<file path="config.mk">
export PLATFORM = sky130hd
export DESIGN_NAME = bin_to_bcd_seq
export DESIGN_NICKNAME = d
export VERILOG_FILES = /design/src/rtl/bcd_pkg.sv /design/src/rtl/dabble_adj.sv /design/src/rtl/bin_to_bcd_seq.sv
export SDC_FILE = /design/constraint.sdc
export NUM_CORES = 1
export LEC_CHECK = 0
export BUFFER_PORTS_ARGS = -buffer_cell sky130_fd_sc_hd__buf_2
export CORE_ASPECT_RATIO = 0.8
export CORE_MARGIN = 5
export CORE_UTILIZATION = 54
export DETAILED_ROUTE_END_ITERATION = 12
export GPL_ROUTABILITY_DRIVEN = 0
export GPL_TIMING_DRIVEN = 0
export PLACE_DENSITY = 0.78
export SLEW_MARGIN = 20
export SYNTH_ARGS = -nofsm -noshare
export SYNTH_HDL_FRONTEND = slang
export SYNTH_HIERARCHICAL = 1
export SYNTH_SLANG_ARGS = --single-unit
export TNS_END_PERCENT = 50
</file>
<file path="constraint.sdc">
create_clock -name clk -period 1.5 [get_ports clk]
set_input_delay 0.075 -clock clk [delete_from_list [all_inputs] [get_ports clk]]
set_output_delay 0.075 -clock clk [all_outputs]
set_load 0.01 [all_outputs]
</file>
<file path="src/rtl/bcd_pkg.sv">
// Shared types and constants for the sequential binary-to-BCD converter.
package bcd_pkg;

    localparam int unsigned IN_W   = 8;
    localparam int unsigned DIGITS = 3;

    typedef logic [3:0] bcd_digit_t;

    typedef enum logic [1:0] {
        IDLE  = 2'd0,
        SHIFT = 2'd1,
        DONE  = 2'd2
    } state_e;

endpackage

</file>
<file path="src/rtl/dabble_adj.sv">
// Double-dabble digit correction: adds 3 to a BCD digit of 5 or more, no carry out.
module dabble_adj
    import bcd_pkg::*;
(
    input  bcd_digit_t i_digit,
    output bcd_digit_t o_digit
);

    assign o_digit = (i_digit >= 4'd5) ? i_digit + 4'd3 : i_digit;

endmodule

</file>
<file path="src/rtl/bin_to_bcd_seq.sv">
// Sequential shift-and-add-3 binary-to-BCD converter with valid/ready handshakes.
// Optional BIN2BCD_ZERO_FAST_EN: a zero operand skips the shift phase entirely.
module bin_to_bcd_seq #(
    parameter int unsigned IN_W   = bcd_pkg::IN_W,
    parameter int unsigned DIGITS = bcd_pkg::DIGITS
) (
    input  logic                  clk,
    input  logic                  rst_n,
    input  logic                  in_valid,
    output logic                  in_ready,
    input  logic [IN_W-1:0]       in_data,
    output logic                  out_valid,
    input  logic                  out_ready,
    output logic [4*DIGITS-1:0]   bcd
);
    import bcd_pkg::*;

    localparam int unsigned CNT_W = (IN_W > 1) ? $clog2(IN_W) : 1;
    localparam int unsigned BCD_W = 4 * DIGITS;
    localparam logic [CNT_W-1:0] CNT_LAST = CNT_W'(IN_W - 1);

    state_e             r_state, w_state_nxt;
    logic [BCD_W-1:0]   r_bcd, w_bcd_nxt, w_bcd_adj;
    logic [IN_W-1:0]    r_bin, w_bin_nxt;
    logic [CNT_W-1:0]   r_cnt, w_cnt_nxt;

    for (genvar g = 0; g < DIGITS; g++) begin : g_adj
        dabble_adj u_adj (
            .i_digit (r_bcd[4*g +: 4]),
            .o_digit (w_bcd_adj[4*g +: 4])
        );
    end

    always_ff @(posedge clk or negedge rst_n) begin
        if (!rst_n) begin
            r_state <= IDLE;
            r_bcd   <= '0;
            r_bin   <= '0;
            r_cnt   <= '0;
        end else begin
            r_state <= w_state_nxt;
            r_bcd   <= w_bcd_nxt;
            r_bin   <= w_bin_nxt;
            r_cnt   <= w_cnt_nxt;
        end
    end

    always_comb begin
        w_state_nxt = r_state;
        w_bcd_nxt   = r_bcd;
        w_bin_nxt   = r_bin;
        w_cnt_nxt   = r_cnt;
        unique case (r_state)
            IDLE: begin
                if (in_valid) begin
                    w_bin_nxt = in_data;
                    w_bcd_nxt = '0;
                    w_cnt_nxt = '0;
`ifdef BIN2BCD_ZERO_FAST_EN
                    w_state_nxt = (in_data == '0) ? DONE : SHIFT;
`else
                    w_state_nxt = SHIFT;
`endif
                end
            end
            SHIFT: begin
                // Correct every digit first, then shift the whole BCD:binary chain.
                {w_bcd_nxt, w_bin_nxt} = {w_bcd_adj, r_bin} << 1;
                w_cnt_nxt = r_cnt + CNT_W'(1);
                if (r_cnt == CNT_LAST) begin
                    w_state_nxt = DONE;
                end
            end
            DONE: begin
                if (out_ready) begin
                    w_state_nxt = IDLE;
                end
            end
            default: w_state_nxt = IDLE;
        endcase
    end

    assign in_ready  = (r_state == IDLE);
    assign out_valid = (r_state == DONE);
    assign bcd       = r_bcd;

endmodule

</file>
==> summary.md <==
| Metric | Value |
|---|---|
| Status | completed |
| CP Max Fanout | 3 |
| First-pass GRT wire length | 4750 um |
| RSZ-0062 raised after global routing | yes |
| Area of the die | 0.00365 mm2 |
| Netlist Area Pre-Place | 0.00137 mm2 |
| IO Pins | 26 |
| Floorplan Core Area | 0.00244 mm2 |
| Placed instance area | 0.00154 mm2 |
| Yosys warnings | 6 |
| CP required | 1710 ps |
| DR iter-0 viols | 106 |
| Setup WS pre-CTS | 51.4 ps |
| Setup Crit Path Kind | reg -> reg |
| Pin count of the biggest net entering global routing | 26 |
| Int Power | 0.00210 W |
| Clk_skew | 13.0 ps |
| Syn_nets | 148 |
| Total power | 0.00353 W |
| Initial Utilization | 56.1% |
| GRT Overall Usage | 17.1% |
| Multi-input logic area | 668 um2 |
| Startpoint type of the worst setup path | register |
| R2R Setup Slk | 60 ps |
| Syn Inst Count | 128 |
| TritonCTS Buffers | 3 |
| Die W | 66.3 um |
| Max-slew violations | 0 |
| Antenna Cells | 0 |
| Via Count | 1052 |
| Sequential Area | 629 um2 |
| Power per Cell Area | 2140 mW/mm2 |
| Post-DP HPWL | 2060 um |
| CP Data Arrival Time | 1650 ps |
| Syn avg cell area | 10.7 um2 |
| Sw Share | 40.4% |
| Root buffer cell | clkbuf_4 |
| Tmin final | 1440 ps |
| Worst vdd ir | 0.941 mV |
| Worst-Margin Slew | 536 ps |
| Layout Cells excl Fill | 200 |
| NumNets Final | 185 |
| Total iterations of the first detailed-routing run | 4 |
| Final Hold Viols | 0 |
| Post-route DRC | 0 |
| WL final | 2870 um |
| Final ANT Viol Nets | 0 |
| Worst-path clk slew | 130 ps |
| Area grow syn2layout | 20.1% |
| Worst slew margin | 64.3% |
| Setup ws final | 55.1 ps |
| Period utilisation layout | 96.3% |
| Psw | 0.00143 W |
| DR WL/cell | 14.3 um |
| # rows | 16 |
| LEAKAGE | 0.829 nW |
| Crit end category | register |
| Via density | 5.26 |
| Clock power share | 8.2% |
| Clk_lat worst skew | 310 ps |
| Number of global-route vias before repair | 1087 |
| Initial antenna violation count | 0 |
| Fillers | 198 |
| Flop pwr share | 35.5% |
| Max Freq | 692 MHz |
| Min-Delay Path Class | in -> reg |
| Clock buffer depth | 2 |
| Layout cells sized above 1 | 33.5% |
| CTS tree | done |
| Die Y | 55.1 um |
| Setup total negative slack | 0 ps |
| # clock sinks | 25 |
| Total gr overflow | 0 |
| Finished Cell Area | 0.00165 mm2 |
| Max-cap violation count | 0 |
| Setup-failing EPs final | 0 |
| Logic pwr share | 56.3% |
| H-tree depth | 1 |
| Number of I/O port buffers | 25 |
| Dpl cells | 189 |
## path summary, 6_finish.rpt
| check | from | to | cells past startpoint |
|---|---|---|---|
| max in group asynchronous | rst_n | bcd[8]$_DFFE_PN0P_ | 2 |
| worst min-delay path | in_data[0] | r_bin[0]$_DFFE_PN0P_ | 3 |
| min in group asynchronous | rst_n | bcd[6]$_DFFE_PN0P_ | 2 |
| worst min register to register | r_bin[0]$_DFFE_PN0P_ | r_bin[0]$_DFFE_PN0P_ | 1 |
| worst max-delay path | bcd[5]$_DFFE_PN0P_ | bcd[8]$_DFFE_PN0P_ | 5 |
| worst max register to register | bcd[5]$_DFFE_PN0P_ | bcd[8]$_DFFE_PN0P_ | 5 |
## sequential cells by signal, summed over array words and instances, names as in the netlist
signal,count
r_bin,8
bcd,12
r_cnt,3
r_state,2
## layer usage
metal / up-vias / GRT usage (%) / wire length, um
met1: 506 / 21.7 / 1380
met2: 20 / 29.5 / 1390
met4: 0 / 4.73 / 20
li1: 524 / - / -
met5: - / 0 / 0
met3: 2 / 4.24 / 78
## what timing repair did
item                                    4_1_cts  5_1_grt
endpoints found under the hold margin        25        0
endpoints found under the setup margin        0        6
gates resized for setup                       0        8
hold buffers                                  1        0
buffers inserted                              0        6
## cell usage in the layout, fill, tap and decap left out, types with 4 or more instances in the layout
cell type	instances
nand2_1	11
nor2b_1	5
nand2b_1	7
ha_1	6
buf_4	7
buf_2	28
nor2_1	4
nor3b_1	4
dfrtp_1	22
inv_1	13
a22o_1	15
nor4b_1	4
## worst max-delay path: stages, from the launching register on
cell and delay [ps]:
dfrtp_1 420, buf_4 140, buf_4 120, o21ai_0 270, o21ai_1 160, a22o_1 220
## power groups by stage
stage / registers (W) / logic [W] / clock network (W)
global placement: 0.00123 / 0.00174 / 0
floorplan: 0.00126 / 0.00132 / 0
CTS: 0.00124 / 0.00183 / 0.000305
finish: 0.00125 / 0.00198 / 0.000291
global route: 0.00128 / 0.00220 / 0.000339
detailed placement: 0.00126 / 0.00182 / 0
## metrics by stage
stage / util (%) / hold WS, ps
after floorplan: - / -221
after global placement: 63.1 / 92.6
after detailed placement: 63.1 / 89.9
after CTS: 64.6 / 4.63
after global routing: 67.4 / 9.67
final: 67.4 / 20.0
## layout make-up
type,instances,area share [%]
timing repair buffer,32,10.9
clock buffer,4,1.60
multi-input combinational,83,40.6
sequential,25,38.2
buffer,6,2.74
tap,36,2.74
inverter,14,3.19
(Power assumes the default switching activity.)
